--- src/rtl/core_pkg.sv ---
// Shared RV32 core definitions: control-word bit indices and the ID/EX payload bundle.
package core_pkg;

    localparam int unsigned CORE_XLEN       = 32;
    localparam int unsigned CORE_CTRL_WIDTH = 16;
    localparam int unsigned REG_ADDR_W      = 5;
    localparam int unsigned FUNCT_W         = 4;

    localparam int unsigned CTRL_MEM_TO_REG = 0;
    localparam int unsigned CTRL_REG_WR     = 1;
    localparam int unsigned CTRL_MEM_WE     = 2;
    localparam int unsigned CTRL_MEM_RE     = 3;
    localparam int unsigned CTRL_BRANCH     = 4;
    localparam int unsigned CTRL_ALUSRC     = 5;
    localparam int unsigned CTRL_ALUOP_LO   = 6;
    localparam int unsigned CTRL_ALUOP_HI   = 7;
    localparam int unsigned CTRL_JAL        = 8;

    typedef struct packed {
        logic [CORE_XLEN-1:0]       pc;
        logic [CORE_XLEN-1:0]       rs1_data;
        logic [CORE_XLEN-1:0]       rs2_data;
        logic [CORE_XLEN-1:0]       imm;
        logic [REG_ADDR_W-1:0]      rs1_addr;
        logic [REG_ADDR_W-1:0]      rs2_addr;
        logic [REG_ADDR_W-1:0]      rd_addr;
        logic [FUNCT_W-1:0]         funct;
        logic [CORE_CTRL_WIDTH-1:0] ctrl;
    } id_ex_bundle_t;

    localparam int unsigned ID_EX_BUNDLE_W = $bits(id_ex_bundle_t);

endpackage

--- src/rtl/id_ex_stage_skid_buf.sv ---
// Generic 2-entry valid/ready register (main + skid) with synchronous flush.
// in_ready_op comes straight from a flop, so downstream ready never reaches upstream combinationally.
module skid_buf #(
    parameter int unsigned W = 32
) (
    input  logic         clk_ip,
    input  logic         rstn_ip,
    input  logic         flush_ip,
    input  logic         in_valid_ip,
    output logic         in_ready_op,
    input  logic [W-1:0] in_data_ip,
    output logic         out_valid_op,
    input  logic         out_ready_ip,
    output logic [W-1:0] out_data_op
);

    logic         r_main_valid;
    logic         r_skid_valid;
    logic         r_in_ready;
    logic [W-1:0] r_main_data;
    logic [W-1:0] r_skid_data;

    logic w_accept;
    logic w_fire;
    logic w_main_valid_nxt;
    logic w_skid_valid_nxt;
    logic w_load_main_in;
    logic w_load_main_skid;
    logic w_load_skid;

    assign w_accept = in_valid_ip & r_in_ready & ~flush_ip;
    assign w_fire   = r_main_valid & out_ready_ip;

    // Occupancy transitions; flush empties both entries but cannot undo a fire already seen by EX.
    always_comb begin
        w_main_valid_nxt = r_main_valid;
        w_skid_valid_nxt = r_skid_valid;
        w_load_main_in   = 1'b0;
        w_load_main_skid = 1'b0;
        w_load_skid      = 1'b0;
        if (flush_ip) begin
            w_main_valid_nxt = 1'b0;
            w_skid_valid_nxt = 1'b0;
        end else if (!r_main_valid) begin
            if (w_accept) begin
                w_main_valid_nxt = 1'b1;
                w_load_main_in   = 1'b1;
            end
        end else if (!r_skid_valid) begin
            if (w_accept && w_fire) begin
                w_load_main_in   = 1'b1;
            end else if (w_accept) begin
                w_skid_valid_nxt = 1'b1;
                w_load_skid      = 1'b1;
            end else if (w_fire) begin
                w_main_valid_nxt = 1'b0;
            end
        end else if (w_fire) begin
            w_skid_valid_nxt = 1'b0;
            w_load_main_skid = 1'b1;
        end
    end

    always_ff @(posedge clk_ip or negedge rstn_ip) begin
        if (!rstn_ip) begin
            r_main_valid <= 1'b0;
            r_skid_valid <= 1'b0;
            r_in_ready   <= 1'b1;
            r_main_data  <= '0;
            r_skid_data  <= '0;
        end else begin
            r_main_valid <= w_main_valid_nxt;
            r_skid_valid <= w_skid_valid_nxt;
            r_in_ready   <= ~w_skid_valid_nxt;
            if (w_load_main_in) begin
                r_main_data <= in_data_ip;
            end else if (w_load_main_skid) begin
                r_main_data <= r_skid_data;
            end
            if (w_load_skid) begin
                r_skid_data <= in_data_ip;
            end
        end
    end

    assign in_ready_op  = r_in_ready;
    assign out_valid_op = r_main_valid;
    assign out_data_op  = r_main_data;

endmodule

--- src/rtl/id_ex_stage.sv ---
// ID/EX pipeline register: skid-buffered decode bundle with bubble-safe control gating.
// Optional macro ID_EX_LOAD_USE_STALL_EN inserts one bubble on a load-use hazard.
module id_ex_stage
    import core_pkg::*;
#(
    parameter int unsigned CTRL_WIDTH = CORE_CTRL_WIDTH,
    parameter int unsigned XLEN       = CORE_XLEN
) (
    input  logic                  clk_ip,
    input  logic                  rstn_ip,
    input  logic                  flush_ip,
    input  logic                  in_valid_ip,
    output logic                  in_ready_op,
    input  logic [XLEN-1:0]       pc_ip,
    input  logic [XLEN-1:0]       rs1_data_ip,
    input  logic [XLEN-1:0]       rs2_data_ip,
    input  logic [XLEN-1:0]       imm_ip,
    input  logic [4:0]            rs1_addr_ip,
    input  logic [4:0]            rs2_addr_ip,
    input  logic [4:0]            rd_addr_ip,
    input  logic [3:0]            funct_ip,
    input  logic [CTRL_WIDTH-1:0] ctrl_ip,
    output logic                  out_valid_op,
    input  logic                  out_ready_ip,
    output logic [XLEN-1:0]       pc_op,
    output logic [XLEN-1:0]       rs1_data_op,
    output logic [XLEN-1:0]       rs2_data_op,
    output logic [XLEN-1:0]       imm_op,
    output logic [4:0]            rs1_addr_op,
    output logic [4:0]            rs2_addr_op,
    output logic [4:0]            rd_addr_op,
    output logic [3:0]            funct_op,
    output logic [CTRL_WIDTH-1:0] ctrl_op
);

    id_ex_bundle_t w_in;
    id_ex_bundle_t w_out;
    logic          w_buf_ready;
    logic          w_out_valid;
    logic          w_stall;

    always_comb begin
        w_in          = '0;
        w_in.pc       = CORE_XLEN'(pc_ip);
        w_in.rs1_data = CORE_XLEN'(rs1_data_ip);
        w_in.rs2_data = CORE_XLEN'(rs2_data_ip);
        w_in.imm      = CORE_XLEN'(imm_ip);
        w_in.rs1_addr = rs1_addr_ip;
        w_in.rs2_addr = rs2_addr_ip;
        w_in.rd_addr  = rd_addr_ip;
        w_in.funct    = funct_ip;
        w_in.ctrl     = CORE_CTRL_WIDTH'(ctrl_ip);
    end

    skid_buf #(
        .W (ID_EX_BUNDLE_W)
    ) u_skid_buf (
        .clk_ip       (clk_ip),
        .rstn_ip      (rstn_ip),
        .flush_ip     (flush_ip),
        .in_valid_ip  (in_valid_ip & ~w_stall),
        .in_ready_op  (w_buf_ready),
        .in_data_ip   (w_in),
        .out_valid_op (w_out_valid),
        .out_ready_ip (out_ready_ip),
        .out_data_op  (w_out)
    );

`ifdef ID_EX_LOAD_USE_STALL_EN
    logic       r_ld_pending;
    logic [4:0] r_ld_rd;
    logic       w_fire;

    assign w_fire  = w_out_valid & out_ready_ip;
    assign w_stall = r_ld_pending & in_valid_ip &
                     ((rs1_addr_ip == r_ld_rd) | (rs2_addr_ip == r_ld_rd));

    // The hazard also retires once its bubble has been inserted, so a drained pipe cannot deadlock.
    always_ff @(posedge clk_ip or negedge rstn_ip) begin
        if (!rstn_ip) begin
            r_ld_pending <= 1'b0;
            r_ld_rd      <= '0;
        end else if (flush_ip) begin
            r_ld_pending <= 1'b0;
        end else if (w_fire) begin
            r_ld_pending <= w_out.ctrl[CTRL_MEM_RE] & (w_out.rd_addr != 5'd0);
            r_ld_rd      <= w_out.rd_addr;
        end else if (w_stall) begin
            r_ld_pending <= 1'b0;
        end
    end
`else
    assign w_stall = 1'b0;
`endif

    assign in_ready_op  = w_buf_ready & ~w_stall;
    assign out_valid_op = w_out_valid;
    assign pc_op        = XLEN'(w_out.pc);
    assign rs1_data_op  = XLEN'(w_out.rs1_data);
    assign rs2_data_op  = XLEN'(w_out.rs2_data);
    assign imm_op       = XLEN'(w_out.imm);
    assign rs1_addr_op  = w_out.rs1_addr;
    assign rs2_addr_op  = w_out.rs2_addr;
    assign rd_addr_op   = w_out.rd_addr;
    assign funct_op     = w_out.funct;
    // Bubbles never carry write enables into EX.
    assign ctrl_op      = w_out_valid ? CTRL_WIDTH'(w_out.ctrl) : '0;

endmodule

--- config.mk ---
export PLATFORM = sky130hd
export DESIGN_NAME = id_ex_stage
export DESIGN_NICKNAME = d
export VERILOG_FILES = /design/src/rtl/core_pkg.sv /design/src/rtl/id_ex_stage_skid_buf.sv /design/src/rtl/id_ex_stage.sv
export SDC_FILE = /design/constraint.sdc
export NUM_CORES = 1
export LEC_CHECK = 0
export ABC_AREA = 1
export BUFFER_PORTS_ARGS = -buffer_cell sky130_fd_sc_hd__buf_2
export CAP_MARGIN = 20
export CELL_PAD_IN_SITES_DETAIL_PLACEMENT = 0
export CELL_PAD_IN_SITES_GLOBAL_PLACEMENT = 2
export CORE_MARGIN = 4
export CORE_UTILIZATION = 32
export CTS_CLUSTER_DIAMETER = 60
export DETAILED_ROUTE_END_ITERATION = 8
export PLACE_DENSITY = 0.8
export SLEW_MARGIN = 20
export SYNTH_ARGS = -nofsm -noshare
export SYNTH_HDL_FRONTEND = slang
export SYNTH_HIERARCHICAL = 1
export SYNTH_SLANG_ARGS = --single-unit
--- constraint.sdc ---
create_clock -name clk_ip -period 1.66 [get_ports clk_ip]
set_input_delay 0.083 -clock clk_ip [delete_from_list [all_inputs] [get_ports clk_ip]]
set_output_delay 0.083 -clock clk_ip [all_outputs]
set_load 0.01 [all_outputs]
## Word level (Yosys, flattened, before mapping)

Cells that the tools add are included.

- Bits in registers: 329
- Latch bits: 0
- RAM bits: 0
- Bits in read-only memories: 0
- Word-level logic and storage cells: 37
- Memories: 0

- Add/sub/neg operators: 0
- $mul: 0
- Div/mod/pow operators: 0
- $lt $le $gt $ge: 0
- Equal/unequal tests: 0
- Shift operators: 0
- Muxes and demuxes: 25
- Bitwise operators: 5
- Reductions and logical operators: 2

Operator list:

| cell | number |
|---|---|
| 163-bit 2-to-1 mux | 2 |
| 1-bit 2-to-1 mux | 22 |
| 16-bit 2-to-1 mux | 1 |
| 1-bit AND | 3 |
| 1-bit inverter | 2 |
| 2-bit nonzero test | 1 |
| 1-bit logical AND | 1 |

## Longest topological paths before layout

Gate-level depths: netlist of the first run.

- Word-level depth: 8
- Depth in mapped cells: 9

## Modules after synthesis

Netlist of the first run, hierarchy kept.

By module, submodules not included:

| module | instances | cells an instance | area an instance (um^2) | sequential area each (um^2) |
|---|---|---|---|---|
| skid_buf | 1 | 1991 | 16081.7 | 8234.1 |
| id_ex_stage | 1 | 34 | 163.9 | 0.0 |

## Worst setup path before layout of the first run

Ideal clock, no wire load.

- Path kind: flip-flop to flip-flop
- Start: register u_skid_buf.r_in_ready (netlist: u_skid_buf/in_ready_op)
- End: register u_skid_buf.r_main_data[100] (netlist: u_skid_buf/out_data_op[100])
- Setup time: 116 ps
- Arrival time: 1372 ps
- Data required time: 1544 ps
- Slack: 172 ps
- Cell stages (with the launch flop): 9
- Clock period less this slack: 1488 ps
- Cells stage by stage: dfstp_2 -> nand2_1 -> nor2_2 -> nand2_1 -> buf_4 -> buf_4 -> buf_4 -> nand3_1 -> nand2_1

- Longest elaborated chain between the ends: 8
- Elaborated cells between the ends (all ways): 10
- Classes of those cells: mux: 6; bitwise: 2; reduce/logical: 2

RTL lines:

| item | line | source |
|---|---|---|
| from (decl) | id_ex_stage_skid_buf.sv:19 | `logic r_in_ready;` |
| from (signal assigned) | id_ex_stage_skid_buf.sv:74 | `r_in_ready <= ~w_skid_valid_nxt;` |
| 1-bit AND * (2 in a row) | id_ex_stage_skid_buf.sv:31 | `assign w_accept = in_valid_ip & r_in_ready & ~flush_ip;` |
| 1-bit logical AND | id_ex_stage_skid_buf.sv:50 | `if (w_accept && w_fire) begin` |
| 1-bit 2-to-1 mux | id_ex_stage_skid_buf.sv:50 |  |
| 1-bit 2-to-1 mux | id_ex_stage_skid_buf.sv:49 | `end else if (!r_skid_valid) begin` |
| 1-bit 2-to-1 mux * | id_ex_stage_skid_buf.sv:44 | `end else if (!r_main_valid) begin` |
| 1-bit 2-to-1 mux * | id_ex_stage_skid_buf.sv:41 | `if (flush_ip) begin` |
| 163-bit 2-to-1 mux / 2-bit nonzero test (equally long branches) | n/a |  |
| to (signal assigned) | id_ex_stage_skid_buf.sv:76 | `r_main_data <= in_data_ip;` |
| to (signal assigned) | id_ex_stage_skid_buf.sv:78 | `r_main_data <= r_skid_data;` |
| to (decl) | id_ex_stage_skid_buf.sv:20 | `logic [W-1:0] r_main_data;` |

Mark *: on every way between the ends. The rest lies on a longest branch, timed or not.
A chain may end at the register's enable or synchronous reset.

## Worst setup path after layout of the first run

- Start: register u_skid_buf.r_in_ready (netlist: u_skid_buf/in_ready_op)
- End: register u_skid_buf.r_main_data[83] (netlist: u_skid_buf/out_data_op[83])

Same word-level chain as after synthesis.

==> impl_metrics.csv, run 1 <==
group,metric,value,unit
outcome,status,"finished with violations",
outcome,violations,"setup timing",
routing,drtIter0Drc,1425,
timing,max_freq,0.581,GHz
timing,setup_violations,181,
cells_and_area,syn_to_final_growth,51.8,%
worst_setup_path,r2r.worst_path.cells,8,
yosys,yosys.area.top_type,"dfrtp_1",
cells_and_area,multi_input_area,0.00772,mm2
routing,remaining_drc_errors,0,
cells_and_area,seqCellArea,0.00824,mm2
grt,antenna_found_initial,0,
yosys,ys_seq_elements,329,
die,initial_core_util,32.4,%
routing,wirelength,69700,um
die,placeableCoreArea,0.0502,mm2
grt,overflow,0,
clock_network,cts_buffers,42,
timing,skew,0.0196,ns
yosys,synth_ff_type,"dfrtp_1",
clock_network,root_buffer,"clkbuf_16",
worst_setup_path,critPathCaptureType,"flop",
yosys,syn_inst,2025,
power,total_leakage_power,12.6,nW
yosys,yosysSeqAreaShare,50.7,%
die,rows,82,
yosys,yosys-top-cells-area,"dfrtp_1, nand2_1, nand3_1",
routing,vias,16600,
yosys,synth_top_area_share,50.5,%
routing,drtAntennaViolNets,0,
yosys,yosysMostFrequentCell,"nand2_1",
place,dpl.hpwl,33500,um
grt,grt_pass1_wl,86800,um
worst_setup_path,r2r_end,"u_skid_buf/out_data_op[83]",
clock_network,worst_setup_hold_path_clk_slew,0.06,ns
worst_setup_path,crit_top_cell,"buf_12",
grt,grt_max_degree,125,
grt,track_usage,19.9,%
timing,layout_min_cycle_time,1.72,ns
routing,drt_pass1_iterations,5,
place,portBuffers,332,
yosys,postSynth.asyncResetShare,100,%
place,place_area,0.0188,mm2
yosys,synth_nets,2193,
yosys,avgSynthCellArea,8.02,um2
timing,fin_crit_sh,104,%
place,gp_congestion,0.785,
worst_setup_path,crit_type,"flop to flop",
flow_run,drv_cap,0,
clock_network,clkLatencyLatePin,0.57,ns
power,power.density,1050,mW/mm2
yosys,synth_cell_types,18,
yosys,ys_warn_count,6,
worst_setup_path,slowest_stage,"dfstp_2",
worst_setup_path,rrSetupSlack,-0.06,ns
worst_setup_path,start_kind,"flop",
worst_setup_path,crit_path_start,"u_skid_buf/in_ready_op",
cells_and_area,n_antenna_cell,0,
clock_network,clockBufferDepth,3,
cells_and_area,nets,2731,
timing,hold_violations,0,
worst_setup_path,cp_max_fo,31,
worst_setup_path,reg2reg_from,"u_skid_buf/in_ready_op",
cells_and_area,final_area,0.0247,mm2
hold_path,hold_path.class,"input port to asynchronous set/reset pin",
timing,worst_slew_pin_slew,0.431,ns
clock_network,cts_htree_levels,2,
worst_setup_path,cp_cell_sequence,"nand2_2, nor2_4, buf_12, buf_12, nand2_8, buf_12, nand3_1, nand2_1",
timing,slew_headroom,71.3,%
routing,vias_per_cell,5.10,
timing,setup_ws,-0.0606,ns
die,dieArea,0.0544,mm2
routing,avgRoutedWirePerCell,21.4,um
die,die_w,233,um
yosys,synth_common_cells,"nand2_1, nand3_1, dfrtp_1",
worst_setup_path,required,2.11,ns
cells_and_area,fillers,4788,
die,die-height,233,um
grt,grt_pass1_vias,15000,
timing,setup_tns,-3.12,ns
clock_network,cts_sinks,329,
worst_setup_path,max_stage_delay,0.53,ns
clock_network,cts_tree,"built",
timing,worst_hold_slack,0.0134,ns
die,num_io_pins,333,
yosys,synthesis.area,0.0162,mm2
power,irDropWorstVdd,0.000652,V
cells_and_area,drive_gt1_share,27.6,%
timing,maxSlewViolCount,0,
timing,rsz0062_at_grt,"true",
yosys,synth-edff-count,0,
worst_setup_path,crit_arrival,2.17,ns
[kinds of logic after synthesis]
family,count (synthesis),share of synthesized area [%]
and+or+nand+nor,1495,42.6
DFF,329,50.7
buffers and inverters,200,6.72
AOI/OAI and AO/OA,1,0.0308
[registers in the layout, indices dropped and copies added, names as in the netlist]
register and cells:
u_skid_buf/out_valid_op 1, u_skid_buf/in_ready_op 1, u_skid_buf/r_skid_valid 1, u_skid_buf/out_data_op 163
u_skid_buf/r_skid_data 163
[layer usage]
| metal | GRT usage, % | routed length (um) |
|---|---|---|
| met4 | 4.61 | 1570 |
| met1 | 28.7 | 31300 |
| met2 | 31.5 | 32500 |
| met5 | 0 | 0 |
| met3 | 3.33 | 4330 |
[cell type report]
class / instances / area share (%)
sequential: 329 / 33.4
timing repair buffer: 666 / 26.1
tap: 672 / 3.41
inverter: 19 / 0.309
clock inverter: 11 / 0.594
multi-input combinational: 1505 / 31.3
clock buffer: 57 / 4.90
[how the worst max path moves through the flow]
stage	endpoint	slack [ns]
2_1_floorplan	u_skid_buf/out_data_op[100]	0.17
3_3_place_gp	u_skid_buf/out_data_op[67]	0.03
3_5_place_dp	u_skid_buf/out_data_op[45]	-0.006
4_1_cts	u_skid_buf/out_data_op[47]	0.0003
5_1_grt	u_skid_buf/r_skid_data[109]	-0.11
6_report	u_skid_buf/out_data_op[83]	-0.06
[repair_timing]
action | CTS | global route
resized for setup | 3 | 228
endpoints found under the hold margin | 657 | 0
setup endpoints to repair | 19 | 252
cloned | 0 | 83
pin swaps | 0 | 109
buffers inserted | 0 | 18
hold buffers | 167 | 0
[where the power goes]
group	internal [W]	switching, W
clock	0.00554	0.00368
sequential	0.00978	0.00116
combinational	0.00267	0.00317
[through the flow]
step / util, % / total power [W] / cells / worst slack, ns
after floorplan: - / 0.0133 / 2025 / 0.172
after global placement: 37.5 / 0.0154 / 2923 / 0.0272
after detailed placement: 37.5 / 0.0155 / 2923 / -0.00566
after CTS: 43.6 / 0.0251 / 3158 / 0.000340
after global routing: 49.2 / 0.0273 / 3259 / -0.110
final: 49.2 / 0.0260 / 3259 / -0.0606
[cell usage in the layout (no fill, tap or decap), types with 2 or more instances in the layout]
master         instances
nand2_1              764
nand3_1              427
buf_2                330
dfrtp_1              327
dlygate4sd3_1        167
nand3b_1             163
clkbuf_16             86
nand3_2               60
buf_12                57
nand2_2               51
buf_4                 27
buf_6                 23
nand2_4               22
inv_1                 17
nand2_8               12
buf_16                12
clkbuf_8               8
buf_8                  7
clkbuf_1               6
clkinv_2               4
inv_6                  3
bufinv_16              3
nor2_4                 2
nand3_4                2
[worst max-delay path: cells and delay by family (launching register included)]
kind | cells | cell delay (ns)
AND/OR/NAND/NOR | 5 | 0.53
buffers and inverters | 3 | 0.53
flip-flops | 1 | 0.53
No activity file was read; power rests on OpenSTA's default activity.
==> run 2: changes to the inputs <==
--- a/config.mk
+++ b/config.mk
@@ -11,10 +11,10 @@
 export CELL_PAD_IN_SITES_DETAIL_PLACEMENT = 0
 export CELL_PAD_IN_SITES_GLOBAL_PLACEMENT = 2
 export CORE_MARGIN = 4
-export CORE_UTILIZATION = 32
+export CORE_UTILIZATION = 29
 export CTS_CLUSTER_DIAMETER = 60
 export DETAILED_ROUTE_END_ITERATION = 8
-export PLACE_DENSITY = 0.8
+export PLACE_DENSITY = 0.77
 export SLEW_MARGIN = 20
 export SYNTH_ARGS = -nofsm -noshare
 export SYNTH_HDL_FRONTEND = slang
==> constraint.sdc (replaced) <==
create_clock -name clk_ip -period 1.5 [get_ports clk_ip]
set_input_delay 0.075 -clock clk_ip [delete_from_list [all_inputs] [get_ports clk_ip]]
set_output_delay 0.075 -clock clk_ip [all_outputs]
set_load 0.01 [all_outputs]
==> run 2 against run 1 <==
The flow still finishes with violations (setup timing); first-iteration DRC count decreased by 25%; maximum frequency increased by 5.4%; worst hold slack improved by 0.031 ns; clock power up 8.1%; sequential cell count is the same; critical endpoint is now u_skid_buf/r_skid_data[134]; largest cell class unchanged.
==> impl_metrics.csv, run 2 (same netlist as run 1, synthesis figures left out) <==
group,metric,value,unit
clock_network,cts_sinks,329,
timing,setup_violations,331,
grt,track_usage,19.2,%
worst_setup_path,cp_cell_sequence,"nand2_4, nor2_4, buf_6, buf_12, nand2_8, clkbuf_16, nand2_2, nand2_1",
worst_setup_path,max_stage_delay,0.55,ns
worst_setup_path,reg2reg_from,"u_skid_buf/in_ready_op",
clock_network,root_buffer,"clkbuf_16",
routing,wirelength,64500,um
grt,overflow,0,
timing,fin_crit_sh,109,%
die,placeableCoreArea,0.0553,mm2
routing,remaining_drc_errors,0,
place,portBuffers,332,
routing,vias,16300,
clock_network,cts_htree_levels,2,
timing,slew_headroom,70.6,%
grt,grt_pass1_wl,92300,um
place,dpl.hpwl,35400,um
timing,layout_min_cycle_time,1.63,ns
worst_setup_path,rrSetupSlack,-0.13,ns
worst_setup_path,crit_type,"flop to flop",
place,gp_congestion,0.755,
timing,skew,0.00882,ns
die,num_io_pins,333,
cells_and_area,final_common_cell,"nand2_1",
cells_and_area,drive_gt1_share,29.4,%
worst_setup_path,required,1.95,ns
routing,drt_pass1_iterations,5,
clock_network,cts_tree,"built",
timing,max_freq,0.613,GHz
grt,grt_pass1_vias,15500,
die,die-height,245,um
worst_setup_path,slowest_stage,"dfstp_2",
die,rows,86,
timing,maxSlewViolCount,0,
clock_network,clockBufferDepth,3,
outcome,violations,"setup timing",
routing,avgRoutedWirePerCell,19.3,um
cells_and_area,nets,2720,
power,p_comb_share,22.3,%
hold_path,hold_path.class,"input port to asynchronous set/reset pin",
power,clockPowerShare,35.0,%
die,initial_core_util,29.4,%
worst_setup_path,crit_arrival,2.08,ns
flow_run,drv_cap,0,
power,power.density,1160,mW/mm2
timing,hold_violations,0,
cells_and_area,final_util,44.3,%
grt,grt_max_degree,59,
clock_network,cts_buffers,42,
worst_setup_path,r2r.worst_path.cells,8,
die,die_w,245,um
worst_setup_path,cp.buffers_inverters,3,
power,internal_power,0.0197,W
outcome,status,"finished with violations",
clock_network,worst_setup_hold_path_clk_slew,0.06,ns
die,dieArea,0.0599,mm2
power,irDropWorstVdd,0.000868,V
worst_setup_path,critPathCaptureType,"flop",
cells_and_area,layout_common_cells,"nand2_1, nand3_1, buf_2",
timing,setup_tns,-25.59,ns
power,seqPwrFrac,42.7,%
timing,setup_ws,-0.133,ns
routing,drtAntennaViolNets,0,
grt,antenna_found_initial,3,
power,p_sw_share,30.8,%
worst_setup_path,cp_top_family,"flip-flops",
timing,rsz0062_at_grt,"true",
timing,worst_slew_pin_slew,0.441,ns
routing,drtIter0Drc,1074,
power,power_switching,0.00877,W
routing,vias_per_cell,4.90,
worst_setup_path,cp_max_fo,7,
worst_setup_path,start_kind,"flop",
power,total_leakage_power,12.6,nW
clock_network,clkLatencyLatePin,0.56,ns
cells_and_area,syn_to_final_growth,50.8,%
worst_setup_path,r2r_end,"u_skid_buf/r_skid_data[134]",
-- run 2: changes by cell type in the layout (fill, tap and decap cells not counted), sizes merged, moves of 2 or more --
| cell | change |
|---|---|
| diode | +2 |
| buf | +16 |
| nand2 | -6 |
| bufinv | -2 |
| clkbuf | -12 |
-- run 2: how the worst max path moves through the flow --
stage	start	endpoint	cells past startpoint
2_1_floorplan	u_skid_buf/in_ready_op	u_skid_buf/out_data_op[100]	8
3_3_place_gp	u_skid_buf/in_ready_op	u_skid_buf/out_data_op[135]	7
3_5_place_dp	u_skid_buf/in_ready_op	u_skid_buf/r_skid_data[142]	7
4_1_cts	u_skid_buf/in_ready_op	u_skid_buf/out_data_op[69]	8
5_1_grt	u_skid_buf/in_ready_op	u_skid_buf/r_skid_data[149]	8
6_report	u_skid_buf/in_ready_op	u_skid_buf/r_skid_data[134]	8
-- run 2: what timing repair did --
item,4_1_cts,5_1_grt
hold buffers,166,0
pin swaps,2,47
gates cloned,11,38
hold endpoints to repair,657,0
buffers inserted,11,5
gates resized for setup,49,232
setup endpoints to repair,343,343
-- run 2: power by group through the flow --
stage	Clock (W)	Sequential (W)	Combinational, W
after floorplan	0	0.0122	0.00257
after global placement	0	0.0121	0.00510
after detailed placement	0	0.0121	0.00516
after CTS	0.0102	0.0120	0.00578
after global routing	0.0106	0.0124	0.00705
final	0.00997	0.0122	0.00636
-- run 2: cell type report --
cell class / count / area, um2
inverter: 19 / 76.3
antenna: 2 / 5.00
clock inverter: 10 / 87.6
sequential: 329 / 8240
multi-input combinational: 1499 / 7800
fill: 5512 / 30800
clock buffer: 65 / 1260
tap: 748 / 936
timing repair buffer: 661 / 6100
-- run 2: metrics by stage --
step | power, W | instances | instance area (um2) | hold WS, ns | worst slack [ns]
after floorplan | 0.0148 | 2025 | 16200 | -0.221 | 0.0119
after global routing | 0.0301 | 3332 | 24500 | 0.0635 | -0.182
after global placement | 0.0172 | 3025 | 19200 | 0.0306 | -0.122
after detailed placement | 0.0173 | 3025 | 19200 | 0.0282 | -0.163
final | 0.0285 | 3333 | 24500 | 0.0444 | -0.133
after CTS | 0.0280 | 3288 | 22800 | 0.0347 | -0.0998
-- run 2: per-layer routing --
| metal | GRT usage, % | routed length (um) |
|---|---|---|
| met3 | 3.24 | 3630 |
| met4 | 4.73 | 1310 |
| met1 | 27.6 | 29700 |
| met5 | 0 | 13 |
| met2 | 30.1 | 29900 |
-- run 2: worst reg2reg max path: stages (launching register included) --
cell	delay, ns
dfstp_2	0.55
nand2_4	0.06
nor2_4	0.13
buf_6	0.15
buf_12	0.15
nand2_8	0.14
clkbuf_16	0.23
nand2_2	0.07
nand2_1	0.05
==> run 3: changes to the inputs <==
--- a/config.mk
+++ b/config.mk
@@ -15,6 +15,7 @@
 export CTS_CLUSTER_DIAMETER = 60
 export DETAILED_ROUTE_END_ITERATION = 8
 export PLACE_DENSITY = 0.77
+export RECOVER_POWER = 50
 export SLEW_MARGIN = 20
 export SYNTH_ARGS = -nofsm -noshare
 export SYNTH_HDL_FRONTEND = slang
==> run 3 against run 2 <==
The run still ends with setup timing left; register-to-register slack hardly changed; highest routed layer unchanged; worst hold slack gained 0.23 ns; die area did not move; total power barely moved.
==> impl_metrics.csv, run 3 (same netlist as run 1, synthesis figures left out) <==
group,metric,value,unit
power,power_switching,0.00875,W
clock_network,root_buffer,"clkbuf_16",
clock_network,cts_buffers,42,
power,seqPwrFrac,42.7,%
power,total_leakage_power,12.5,nW
place,gp_congestion,0.755,
routing,remaining_drc_errors,0,
worst_setup_path,reg2reg_from,"u_skid_buf/in_ready_op",
die,placeableCoreArea,0.0553,mm2
routing,wirelength,64500,um
grt,overflow,0,
power,p_sw_share,30.7,%
timing,layout_min_cycle_time,1.63,ns
timing,worst_hold_slack,0.273,ns
die,die_w,245,um
routing,drtIter0Drc,1072,
clock_network,clockBufferDepth,3,
die,dieArea,0.0599,mm2
die,num_io_pins,333,
flow_run,drv_cap,0,
timing,setup_violations,331,
clock_network,clkLatencyLatePin,0.56,ns
cells_and_area,final_common_cell,"nand2_1",
clock_network,cts_htree_levels,2,
worst_setup_path,start_kind,"flop",
power,irDropWorstVdd,0.000867,V
grt,grt_pass1_wl,92300,um
cells_and_area,layout_common_cells,"nand2_1, nand3_1, buf_2",
routing,avgRoutedWirePerCell,19.4,um
timing,rsz0062_at_grt,"true",
cells_and_area,fillers,5514,
clock_network,cts_sinks,329,
worst_setup_path,cp_max_fo,7,
cells_and_area,final_util,44.2,%
power,clockPowerShare,35.0,%
place,portBuffers,332,
worst_setup_path,required,1.95,ns
clock_network,worst_setup_hold_path_clk_slew,0.06,ns
worst_setup_path,crit_arrival,2.08,ns
power,p_comb_share,22.3,%
routing,drtAntennaViolNets,0,
timing,worst_slew_pin_slew,1.25,ns
timing,setup_ws,-0.131,ns
timing,fin_crit_sh,109,%
hold_path,hp-start,"in_valid_ip",
routing,vias_per_cell,4.88,
timing,hold_violations,0,
grt,grt_max_degree,59,
cells_and_area,nets,2720,
clock_network,cts_tree,"built",
worst_setup_path,critPathCaptureType,"flop",
cells_and_area,drive_gt1_share,29.4,%
routing,drt_pass1_iterations,5,
timing,max_freq,0.613,GHz
worst_setup_path,crit_path_start,"u_skid_buf/in_ready_op",
grt,track_usage,19.2,%
outcome,status,"finished with violations",
cells_and_area,syn_to_final_growth,50.6,%
grt,antenna_found_initial,3,
power,internal_power,0.0197,W
power,power.density,1160,mW/mm2
die,initial_core_util,29.4,%
die,rows,86,
worst_setup_path,crit_type,"flop to flop",
outcome,violations,"setup timing",
place,dpl.hpwl,35400,um
die,die-height,245,um
grt,grt_pass1_vias,15500,
hold_path,hold_path.class,"input port to flop",
routing,vias,16300,
timing,maxSlewViolCount,0,
timing,slew_headroom,16.7,%
timing,skew,0.00887,ns
## run 3: path summary, 6_finish.rpt
path / cells after the start / end / slack (ns)
max: 8 / u_skid_buf/r_skid_data[134] / -0.13
min: 8 / u_skid_buf/out_data_op[119] / 0.27
max reg2reg: 8 / u_skid_buf/r_skid_data[134] / -0.13
min reg2reg: 2 / u_skid_buf/r_skid_data[85] / 0.47
max in group asynchronous: 3 / u_skid_buf/in_ready_op / 0.13
min in group asynchronous: 2 / u_skid_buf/out_data_op[11] / 0.34
## run 3: per-stage QoR
step	cell area, um2	total power [W]	cells	TNS (ns)	setup WS (ns)
after floorplan	16200	0.0148	2025	0	0.0119
after global placement	19200	0.0172	3025	-17.53	-0.122
after detailed placement	19200	0.0173	3025	-31.12	-0.163
after CTS	22800	0.0280	3288	-17.98	-0.0998
after global routing	24500	0.0301	3332	-54.96	-0.182
final	24500	0.0285	3333	-25.45	-0.131
## run 3: layout make-up
| cell class | instances | area [um2] | area share [%] |
|---|---|---|---|
| Sequential cell | 329 | 8240 | 33.7 |
| Multi-Input combinational cell | 1499 | 7800 | 31.9 |
| Timing Repair Buffer | 661 | 6070 | 24.8 |
| Clock buffer | 65 | 1260 | 5.14 |
| Tap cell | 748 | 936 | 3.82 |
| Clock inverter | 10 | 87.6 | 0.358 |
| Inverter | 19 | 76.3 | 0.312 |
| Antenna cell | 2 | 5.00 | 0.0205 |
## run 3: routing by layer
| layer | GRT usage, % | wire length, um | part of all wire [%] | vias up |
|---|---|---|---|---|
| met3 | 3.24 | 3620 | 5.6 | 75 |
| met5 | 0 | 13 | 0.020 | - |
| li1 | - | - | - | 7700 |
| met4 | 4.73 | 1280 | 2.0 | 2 |
| met1 | 27.6 | 29700 | 46 | 7999 |
| met2 | 30.1 | 29900 | 46 | 498 |
## run 3: critical path, cell delays in order (launching register included)
cell and delay, ns:
dfstp_2 0.55, nand2_4 0.06, nor2_4 0.13, buf_6 0.15, buf_12 0.15, nand2_8 0.13, clkbuf_16 0.22, nand2_2 0.07
nand2_1 0.05
## run 3: what timing repair did
action,4_1_cts,5_1_grt
setup buffers,11,5
hold buffers,166,0
endpoints found under the setup margin,343,343
cloned,11,38
pin swaps,2,47
hold endpoints to repair,657,0
gates resized for setup,49,232
## run 3: power by group through the flow
stage / sequential (W) / combinational (W) / clock [W]
floorplan: 0.0122 / 0.00257 / 0
global placement: 0.0121 / 0.00510 / 0
detailed placement: 0.0121 / 0.00516 / 0
CTS: 0.0120 / 0.00578 / 0.0102
global route: 0.0124 / 0.00704 / 0.0106
finish: 0.0122 / 0.00635 / 0.00996
